[config.mk]
export PLATFORM = sky130hd
export DESIGN_NAME = pipe_stage_skid_reg
export DESIGN_NICKNAME = d
export VERILOG_FILES = /design/src/rtl/pipe_stage_skid_reg.sv
export SDC_FILE = /design/constraint.sdc
export NUM_CORES = 1
export LEC_CHECK = 0
export CAP_MARGIN = 30
export CORE_MARGIN = 2
export CORE_UTILIZATION = 48
export DETAILED_ROUTE_END_ITERATION = 12
export PLACE_DENSITY = 0.88
export SYNTH_ARGS = -nofsm -noshare
export SYNTH_HDL_FRONTEND = slang
export SYNTH_SLANG_ARGS = --single-unit
[constraint.sdc]
create_clock -name clk -period 2.1 [get_ports clk]
set_input_delay 0.21 -clock clk [delete_from_list [all_inputs] [get_ports clk]]
set_output_delay 0.21 -clock clk [all_outputs]
set_load 0.005 [all_outputs]
[src/rtl/pipe_stage_skid_reg.sv]
// ---------------------------------------------------------------------------
// pipe_stage_skid_reg
//
// Inter-stage pipeline register with a 2-entry skid buffer. The payload plus
// the destination-register fields (rd, regwrite) move under a valid/ready
// handshake. in_ready comes straight from a flop, so downstream back-pressure
// never forms a combinational path back into the upstream stage.
//
// Handshake: a transfer happens on a rising edge where valid and ready are
// both 1 (in_fire = in_valid & in_ready, out_fire = out_valid & out_ready).
// in_valid is ignored while in_ready is 0. While out_valid=1 and
// out_ready=0, every out_* signal is held stable. Ordering is strictly FIFO.
//
// Ports:
//   clk          rising-edge clock
//   rst          synchronous reset, active-high (overrides flush/transfers)
//   flush        synchronous squash of held and incoming entries
//   in_valid     upstream entry valid
//   in_ready     space available (registered, equals !skid_valid)
//   in_data      upstream payload
//   in_rd        upstream destination register
//   in_regwrite  upstream register-write enable
//   out_valid    main entry valid
//   out_ready    downstream accepts
//   out_data     main entry payload
//   out_rd       main entry rd
//   out_regwrite main regwrite qualified by main valid
//   haz_rd_main  rd of main entry
//   haz_we_main  main entry will write a nonzero register
//   haz_rd_skid  rd of skid entry
//   haz_we_skid  skid entry will write a nonzero register
//   occupancy    number of held entries, 0..2
//
// The internal `state` signal ({main_valid, skid_valid}) is the FSM state and
// can be probed hierarchically.
// ---------------------------------------------------------------------------
module pipe_stage_skid_reg #(
    parameter int DATA_W     = 32,
    parameter int RD_W       = 5,
    parameter bit CLEAR_DATA = 1'b1
) (
    input  logic              clk,
    input  logic              rst,
    input  logic              flush,
    input  logic              in_valid,
    output logic              in_ready,
    input  logic [DATA_W-1:0] in_data,
    input  logic [RD_W-1:0]   in_rd,
    input  logic              in_regwrite,
    output logic              out_valid,
    input  logic              out_ready,
    output logic [DATA_W-1:0] out_data,
    output logic [RD_W-1:0]   out_rd,
    output logic              out_regwrite,
    output logic [RD_W-1:0]   haz_rd_main,
    output logic              haz_we_main,
    output logic [RD_W-1:0]   haz_rd_skid,
    output logic              haz_we_skid,
    output logic [1:0]        occupancy
);

    // Encoding is {main_valid, skid_valid}; 2'b01 is unreachable.
    typedef enum logic [1:0] {
        EMPTY = 2'b00,
        ONE   = 2'b10,
        FULL  = 2'b11
    } state_t;

    state_t state, state_next;

    logic              main_valid, skid_valid;
    logic [DATA_W-1:0] main_data, skid_data;
    logic [RD_W-1:0]   main_rd, skid_rd;
    logic              main_we, skid_we;

    logic in_fire, out_fire;
    logic load_main_in, load_main_skid, load_skid_in;

    assign main_valid = state[1];
    assign skid_valid = state[0];

    assign in_ready  = ~skid_valid;
    assign out_valid = main_valid;
    assign in_fire   = in_valid & in_ready;
    assign out_fire  = out_valid & out_ready;

    // Next state and entry-load controls.
    always_comb begin
        state_next     = state;
        load_main_in   = 1'b0;
        load_main_skid = 1'b0;
        load_skid_in   = 1'b0;
        case (state)
            EMPTY: begin
                if (in_fire) begin
                    state_next   = ONE;
                    load_main_in = 1'b1;
                end
            end
            ONE: begin
                if (in_fire && out_fire) begin
                    load_main_in = 1'b1;
                end else if (in_fire) begin
                    state_next   = FULL;
                    load_skid_in = 1'b1;
                end else if (out_fire) begin
                    state_next = EMPTY;
                end
            end
            FULL: begin
                // in_ready is 0 here, so only the drain side can move.
                if (out_fire) begin
                    state_next     = ONE;
                    load_main_skid = 1'b1;
                end
            end
            default: state_next = EMPTY;
        endcase
        // A squash drops everything held plus any same-cycle input.
        if (flush) begin
            state_next     = EMPTY;
            load_main_in   = 1'b0;
            load_main_skid = 1'b0;
            load_skid_in   = 1'b0;
        end
    end

    always_ff @(posedge clk) begin
        if (rst) begin
            state <= EMPTY;
        end else begin
            state <= state_next;
        end
    end

    // Entry payload registers. With CLEAR_DATA=0 only the valid bits (the
    // state) are cleared, and stale payload simply sits behind valid=0.
    always_ff @(posedge clk) begin
        if (rst || flush) begin
            if (CLEAR_DATA) begin
                main_data <= '0;
                main_rd   <= '0;
                main_we   <= 1'b0;
                skid_data <= '0;
                skid_rd   <= '0;
                skid_we   <= 1'b0;
            end
        end else begin
            if (load_main_in) begin
                main_data <= in_data;
                main_rd   <= in_rd;
                main_we   <= in_regwrite;
            end else if (load_main_skid) begin
                main_data <= skid_data;
                main_rd   <= skid_rd;
                main_we   <= skid_we;
            end
            if (load_skid_in) begin
                skid_data <= in_data;
                skid_rd   <= in_rd;
                skid_we   <= in_regwrite;
            end
        end
    end

    assign out_data     = main_data;
    assign out_rd       = main_rd;
    assign out_regwrite = main_we & main_valid;

    // x0 is hard-wired zero, so a write to it is never a hazard.
    assign haz_rd_main = main_rd;
    assign haz_we_main = main_valid & main_we & (|main_rd);
    assign haz_rd_skid = skid_rd;
    assign haz_we_skid = skid_valid & skid_we & (|skid_rd);

    assign occupancy = {1'b0, main_valid} + {1'b0, skid_valid};

endmodule

# After elaboration in Yosys (flattened, before gate mapping)
# Cells that the tools add are included.
word_totals:
  regBits: 78
  input_bits: 43
  out_inout_bits: 54
  word_cells: 51
op_classes:
  addsub: 1
  eq_ne: 6
  n_mux: 22
  n_bitwise: 7
  reduce_logical: 8
ops:
  columns: ["op", "count"]
  rows:
  - ["32-bit 2-to-1 mux", 2]
  - ["1-bit 2-to-1 mux", 11]
  - ["2-bit 2-to-1 mux", 5]
  - ["5-bit 2-to-1 mux", 2]
  - ["5-bit OR reduction", 2]
  - ["1-bit bitwise AND", 6]
  - ["2-bit inequality test (second input constant)", 3]
  - ["2-bit one-hot mux with 3 select lines", 1]
  - ["2-bit equality test (second input constant)", 2]
  - ["4-bit AND reduction", 1]
  - ["3-bit inequality test (second input constant)", 1]
  - ["1-bit by 1-bit adder with 2-bit output", 1]
  - ["2-bit logical NOT", 1]
  - ["1-bit one-hot mux with 2 select lines", 1]
  - ["2-bit nonzero test", 1]
  - ["2-bit OR reduction", 1]
  - ["1-bit logical AND", 1]
  - ["1-bit logical OR", 1]
  - ["1-bit inverter", 1]

# Depth between registers and ports, before layout
# Gate-level depths: netlist of the first run.
logic_depth:
  ltp_word: 7
  ltp_mapped: 8
  ltp_nobuf: 6

# Least setup slack after synthesis of the first run
# No wires, ideal clock.
synth_path:
  path_type: "register to register"
  from: "register state[1]"
  to: "register skid_data[10]"
  setup_ns: 0.120
  arrival_ns: 1.535
  t_required_ns: 1.980
  slack_ns: 0.445
  path_stages_with_launch: 8
  path_buffers: 2
  synth_period_minus_slack_ns: 1.655
  path_cell_list: "dfxtp_1 -> ha_1 -> nand3b_4 -> or3_1 -> buf_6 -> buf_6 -> nand2_1 -> a21oi_1"
synth_via:
  elab_chain_cells: 5
  word_cells_on_any_way: 6
  classes_between: "1 x eq/ne; 3 x mux; 1 x bitwise; 1 x reduce/logical"
synth_rtl:
  columns: ["item", "line_no", "text"]
  rows:
  - ["from (decl)", "69", "state_t state, state_next;"]
  - ["from (signal assigned)", "132", "state <= state_next;"]
  - ["1-bit bitwise AND", "85", "assign out_fire = out_valid & out_ready;"]
  - ["1-bit logical AND", "101", "if (in_fire && out_fire) begin"]
  - ["1-bit 2-to-1 mux", "101", null]
  - ["1-bit 2-to-1 mux *", "93", "case (state)"]
  - ["1-bit 2-to-1 mux *", "120", "if (flush) begin"]
  - ["to (signal assigned)", "159", "skid_data <= in_data;"]
  - ["to (decl)", "72", "logic [DATA_W-1:0] main_data, skid_data;"]
# Every way passes the cells marked *; elsewhere a longest branch is shown, timed or not.
# A chain may end at the register's enable or synchronous reset.

# Worst setup path in the final report of the first run
layout_path:
  from: "register main_rd[0], in the netlist haz_rd_main[0]"
  to: "output port haz_we_main"
layout_via:
  elab_chain_cells: 2
layout_rtl:
  columns: ["item", "line_no", "text"]
  rows:
  - ["from (decl)", "73", "logic [RD_W-1:0] main_rd, skid_rd;"]
  - ["from (signal assigned)", "151", "main_rd <= in_rd;"]
  - ["from (signal assigned)", "155", "main_rd <= skid_rd;"]
  - ["5-bit OR reduction", "172", "assign haz_we_main = main_valid & main_we & (|main_rd);"]
  - ["1-bit bitwise AND", "172", null]
  - ["to (decl)", "56", "output logic haz_we_main,"]
# No other way between the ends.

==> run_results.csv, run 1 <==
group,metric,value,unit
clock_network,clockBufferDepth,2,
final_layout,drive_gt1_share,13.91,%
grt,antenna_found_initial,0,
clock_network,numCtsBuffers,9,
sta,hold_slack,0.4418,ns
place,post_dp_cell_area,4464,sq um
yosys,netlist_instances,372,
setup_path,slowest_delay,0.51,ns
routing,drc,0,
sta,fmaxAchievable,496.3,MHz
yosys,synth.net_count,419,
die,rows,31,
pwr,power.density,655.8,nW/um^2
yosys,synth_edf_count,0,
final_layout,postLayoutCoreUtil,65.38,%
yosys,netlist_top_cells_count,"78 x dfxtp_1, 78 x nand2_1, 41 x a21oi_1",
sta,tightest_slew,0.4446,ns
die,die_w,89.05,um
setup_path,path_class,"flip-flop to primary output",
yosys,yosys_register_bits,78,
routing,wl_per_cell,13.79,um
grt,grt.overflow.total,0,
setup_path,worstSetupEndpointType,"primary output",
status,status,"finished clean",
place,dpl.hpwl,5315,um
yosys,async_flop_share,0,%
grt,grt_usage,19.39,%
place,portBuffers,96,
final_layout,fin_cells,559,
worst_hold_path,min-delay-path-class,"input port to flip-flop",
routing,first_pass_iters,6,
sta,finalCritPeriodShare,95.94,%
setup_path,crit_arrival,1.80,ns
die,die_area,7930,sq um
final_layout,area_growth,34.38,%
final_layout,nNetsFinal,502,
sta,slew_headroom,70.36,%
sta,slew_violations,0,
routing,drt-total-wl,7710,um
setup_path,crit_path_start_kind,"flip-flop",
sta,rsz0062_at_grt,"false",
die,io_pins,97,
clock_network,tritoncts,"yes",
place,numPlacedInstances,543,
yosys,synth_top_area_cell,"dfxtp_1",
routing,vias,2863,
yosys,ys_seq_area_share,44.97,%
grt,grt_pass1_wl,12080,um
die,die_h,89.05,um
place,post-place-ws,0.2215,ns
sta,min_period,2.015,ns
clock_network,cts.sinks,78,
pwr,leakagePower,1.858,nW
clock_network,ctsHtreeMaxLevel,3,
routing,drt_iter0_drc,101,
setup_path,path_cells,"or4_1 -> o21a_1 -> clkdlybuf4s50_1",
setup_path,critPathRequiredTime,1.89,ns
pwr,ir_drop,0.3725,mV
routing,routed_via_density,5.122,
grt,grt_pass1_vias,2701,
clock_network,path_clk_slew,0.08,ns
clock_network,clkLatencyLatePin,0.34,ns
flow_run,max_cap_violations,0,
sta,setup_violations,0,
yosys,ys.flop_type,"dfxtp_1",
yosys,syn_area_per_cell,9.334,sq um
place,routabilityCongestion,0.7836,
final_layout,final_cell_area,4666,sq um
clock_network,hold_buffers,0,
clock_network,cts_setup_buffers,0,
die,core,7137,sq um
die,start_util,48.65,%
yosys,synthTopCellsByArea,"dfxtp_1 45%, mux2i_1 11%, a211oi_2 11%, nand2_1 8.4%, a21oi_1 5.9%",
final_layout,antennaDiodeCount,0,
sta,fin_skew,0.01174,ns
setup_path,crit_fanout,4,
yosys,ys_warn_count,0,
yosys,synthDistinctLibCells,30,
sta,hold_viol_final,0,
sta,tns,0,ns
routing,ant_nets,0,
clock_network,cts_root_buf,"clkbuf_8",
yosys,synth.cell_area,3472,sq um
pwr,fin_total_pwr,3.060,mW
grt,grt_start_max_net_pins,77,
yosys,synth_top_cell_area_share,44.97,%
setup_path,slowest_stage,"or4_1",
sta,fin_ws,0.08521,ns
==> state kept, by name (all words and copies together), names as in the netlist <==
name / flops
haz_rd_main: 5
haz_rd_skid: 5
main_we: 1
out_data: 32
skid_data: 32
skid_we: 1
state: 2
==> cell type report <==
cell class / count / area (sq um)
fillers: 593 / 2471
multi-input cells: 257 / 1682
flip-flops and latches: 78 / 1563
repair buffers: 106 / 1086
clock buffers: 11 / 141.4
well taps: 99 / 123.9
clock inverters: 5 / 58.81
inverters: 3 / 11.26
==> layer usage <==
layer	up-vias	GRT usage, %	part of all wire, %
li1	1435	-	-
met1	1333	23.79	44
met2	90	33.65	51
met3	5	4.247	4.6
met4	0	6.784	0.56
met5	-	0	0
==> critical path: cells and delay by family, from the launching register on <==
family,cells,cell delay (ns)
AOI/OAI and AO/OA,1,0.17
and+or+nand+nor,1,0.51
buffers and inverters,1,0.44
DFF,1,0.34
==> power by group <==
part / total (mW) / internal (mW) / switching [mW] / leakage, nW
combinational: 0.399 / 0.216 / 0.183 / 1.13
sequential: 1.55 / 1.52 / 0.0277 / 0.634
clock: 1.11 / 0.582 / 0.531 / 0.0955
total: 3.06 / 2.32 / 0.742 / 1.86
==> path summary, 6_finish.rpt <==
check                                                 start                         end  slack, ns  cells after the start
worst max register to register        state[0]$_SDFFE_PP0P_   out_data[29]$_SDFFE_PP0P_       0.21                      7
worst max-delay path            haz_rd_main[0]$_SDFFE_PP0P_                 haz_we_main       0.09                      3
worst min register to register   skid_data[28]$_SDFFE_PP0P_  skid_data[28]$_SDFFE_PP0P_       0.46                      2
worst min-delay path                             in_data[8]   skid_data[8]$_SDFFE_PP0P_       0.44                      3
==> repair_timing <==
action                                  CTS  global route
resized for setup                         0             1
hold endpoints to repair                  0             0
endpoints found under the setup margin    0             1
==> placed cells by master, fill, tap and decap left out, drive strengths merged <==
cell	count
mux2i	39
nand3	1
o21a	1
or3	3
clkinvlp	2
and2	2
buf	10
inv	3
o221ai	1
a21o	1
dfxtp	78
or4	1
clkdlybuf4s50	96
a211oi	38
nand3b	2
o311a	1
nor3	1
ha	4
or2	2
bufinv	1
nand2b	1
clkinv	2
o221a	1
a21oi	41
nand2	78
nor2	39
clkbuf	11
==> logic make-up after synthesis <==
logic type	synth area share, %
AND/OR/NAND/NOR	15.71
buffers and inverters	6.883
flip-flops	44.97
multiplexers	11.24
adder cells (fa/ha/maj)	1.441
AO/OA/AOI/OAI	19.75
Power figures use the tool's default switching activity.
==> run 2, diff against run 1 <==
--- a/config.mk
+++ b/config.mk
@@ -9,6 +9,7 @@
 export CORE_MARGIN = 2
 export CORE_UTILIZATION = 48
 export DETAILED_ROUTE_END_ITERATION = 12
+export GPL_ROUTABILITY_DRIVEN = 0
 export PLACE_DENSITY = 0.88
 export SYNTH_ARGS = -nofsm -noshare
 export SYNTH_HDL_FRONTEND = slang
==> results of run 2 <==
The final DEF is identical to that of run 1; final timing and power are the same.
==> run 3, diff against run 2 <==
--- a/config.mk
+++ b/config.mk
@@ -6,11 +6,10 @@
 export NUM_CORES = 1
 export LEC_CHECK = 0
 export CAP_MARGIN = 30
-export CORE_MARGIN = 2
 export CORE_UTILIZATION = 48
 export DETAILED_ROUTE_END_ITERATION = 12
 export GPL_ROUTABILITY_DRIVEN = 0
-export PLACE_DENSITY = 0.88
+export PLACE_DENSITY = 0.82
 export SYNTH_ARGS = -nofsm -noshare
 export SYNTH_HDL_FRONTEND = slang
 export SYNTH_SLANG_ARGS = --single-unit
==> run_results.csv, run 3 (synthesis results as in run 1) <==
group,metric,value,unit
sta,tightest_slew,0.4958,ns
final_layout,antennaDiodeCount,0,
sta,rsz0062_at_grt,"false",
clock_network,postCtsResizedCells,0,
pwr,seqPwrFrac,47.9,%
worst_hold_path,whs_path_depth,3,
grt,grt_usage,21.84,%
die,die_h,87.05,um
sta,min_period,2.045,ns
routing,wl_per_cell,14.19,um
routing,ant_nets,0,
pwr,fin_total_pwr,3.223,mW
routing,vias,2896,
grt,antenna_found_initial,0,
grt,grt_pass1_wl,12910,um
clock_network,ctsHtreeMaxLevel,3,
grt,grt_start_max_net_pins,39,
sta,slew_violations,0,
setup_path,crit_fanout,4,
routing,first_pass_iters,4,
die,io_pins,97,
sta,slew_headroom,66.95,%
final_layout,postLayoutCoreUtil,67.57,%
place,dpl.hpwl,5242,um
sta,finalCritPeriodShare,97.40,%
pwr,clkPwrFrac,39.5,%
grt,grt.overflow.total,0,
routing,routed_via_density,5.218,
status,status,"finished clean",
clock_network,cts_setup_buffers,0,
clock_network,tritoncts,"yes",
clock_network,hold_buffers,0,
clock_network,clockBufferDepth,2,
setup_path,worstSetupEndpointType,"primary output",
place,post-place-ws,0.2151,ns
pwr,swShare,24.85,%
setup_path,path_class,"flip-flop to primary output",
clock_network,path_clk_slew,0.09,ns
pwr,power.density,690.6,nW/um^2
die,rows,30,
setup_path,crit_path_start_kind,"flip-flop",
worst_hold_path,min-delay-path-class,"input port to flip-flop",
final_layout,final_cell_mix,"96 x clkdlybuf4s50_1, 78 x nand2_1, 78 x dfxtp_1, 41 x a21oi_1",
final_layout,area_growth,34.41,%
routing,drc,0,
final_layout,drive_gt1_share,13.73,%
pwr,switching_power,0.8009,mW
sta,setup_violations,0,
sta,hold_viol_final,0,
final_layout,final_common_cell,"clkdlybuf4s50_1",
sta,tns,0,ns
flow_run,max_cap_violations,0,
die,die_area,7578,sq um
clock_network,clkLatencyLatePin,0.35,ns
setup_path,critPathRequiredTime,1.89,ns
setup_path,slowest_stage,"or4_1",
pwr,leakagePower,1.862,nW
sta,fin_ws,0.05452,ns
pwr,ir_drop,0.6274,mV
place,numPlacedInstances,539,
die,core,6907,sq um
pwr,p_int,2.422,mW
clock_network,numCtsBuffers,9,
sta,fmaxAchievable,488.9,MHz
final_layout,fin_cells,555,
routing,drt_iter0_drc,148,
setup_path,crit_arrival,1.84,ns
setup_path,path_cells,"or4_1 -> o21a_1 -> clkdlybuf4s50_1",
sta,fin_skew,0.01201,ns
setup_path,slowest_delay,0.53,ns
setup_path,r2r.worst_path.cells,7,
clock_network,cts.sinks,78,
die,start_util,50.27,%
pwr,combPwrFrac,12.6,%
routing,drt-total-wl,7877,um
place,portBuffers,96,
grt,grt_pass1_vias,2774,
final_layout,nNetsFinal,501,
clock_network,cts_root_buf,"clkbuf_8",
die,die_w,87.05,um
==> run 3: worst max-delay path, delay by kind of cell, from the launching register on <==
kind                   cells  cell delay (ns)
AND/OR/NAND/NOR            1             0.53
AO/OA/AOI/OAI              1             0.18
buffers and inverters      1             0.44
flip-flops                 1             0.34
==> run 3: path summary, 6_finish.rpt <==
kind	start	end	slack, ns
worst max register to register	state[0]$_SDFFE_PP0P_	skid_data[29]$_SDFFE_PP0P_	0.22
worst min register to register	skid_data[2]$_SDFFE_PP0P_	skid_data[2]$_SDFFE_PP0P_	0.46
worst min-delay path	in_data[10]	skid_data[10]$_SDFFE_PP0P_	0.43
worst max-delay path	haz_rd_main[0]$_SDFFE_PP0P_	haz_we_main	0.05
==> run 3: power groups by stage <==
stage / registers (mW) / clock network [mW] / logic, mW
after floorplan: 1.58 / 0 / 0.198
after detailed placement: 1.58 / 0 / 0.406
after global routing: 1.55 / 1.37 / 0.443
final: 1.54 / 1.27 / 0.407
after CTS: 1.54 / 1.29 / 0.408
after global placement: 1.58 / 0 / 0.396
==> run 3: metal layers <==
metal  GRT usage [%]  vias up  wire [um]
met4           8.333        0         80
met5               0        -          0
met2           36.51       69       4017
met3           5.498        7        354
li1                -     1435          -
met1           27.07     1385       3425
==> run 3: through the flow <==
| step | hold WS, ns | instance area, sq um |
|---|---|---|
| 4_1_cts | 0.4110 | 4667 |
| 2_1_floorplan | 0.3460 | 3472 |
| 3_3_place_gp | 0.4405 | 4441 |
| 6_report | 0.4257 | 4667 |
| 5_1_grt | 0.4279 | 4667 |
| 3_5_place_dp | 0.4458 | 4441 |
==> run 3: final cells by class <==
cell class	instances	area, sq um
Tap cell	96	120.1
Sequential cell	78	1562
Timing Repair Buffer	105	1066
Inverter	3	11.26
Clock buffer	9	123.9
Clock inverter	7	102.6
Fill cell	564	2240
Multi-Input combinational cell	257	1682
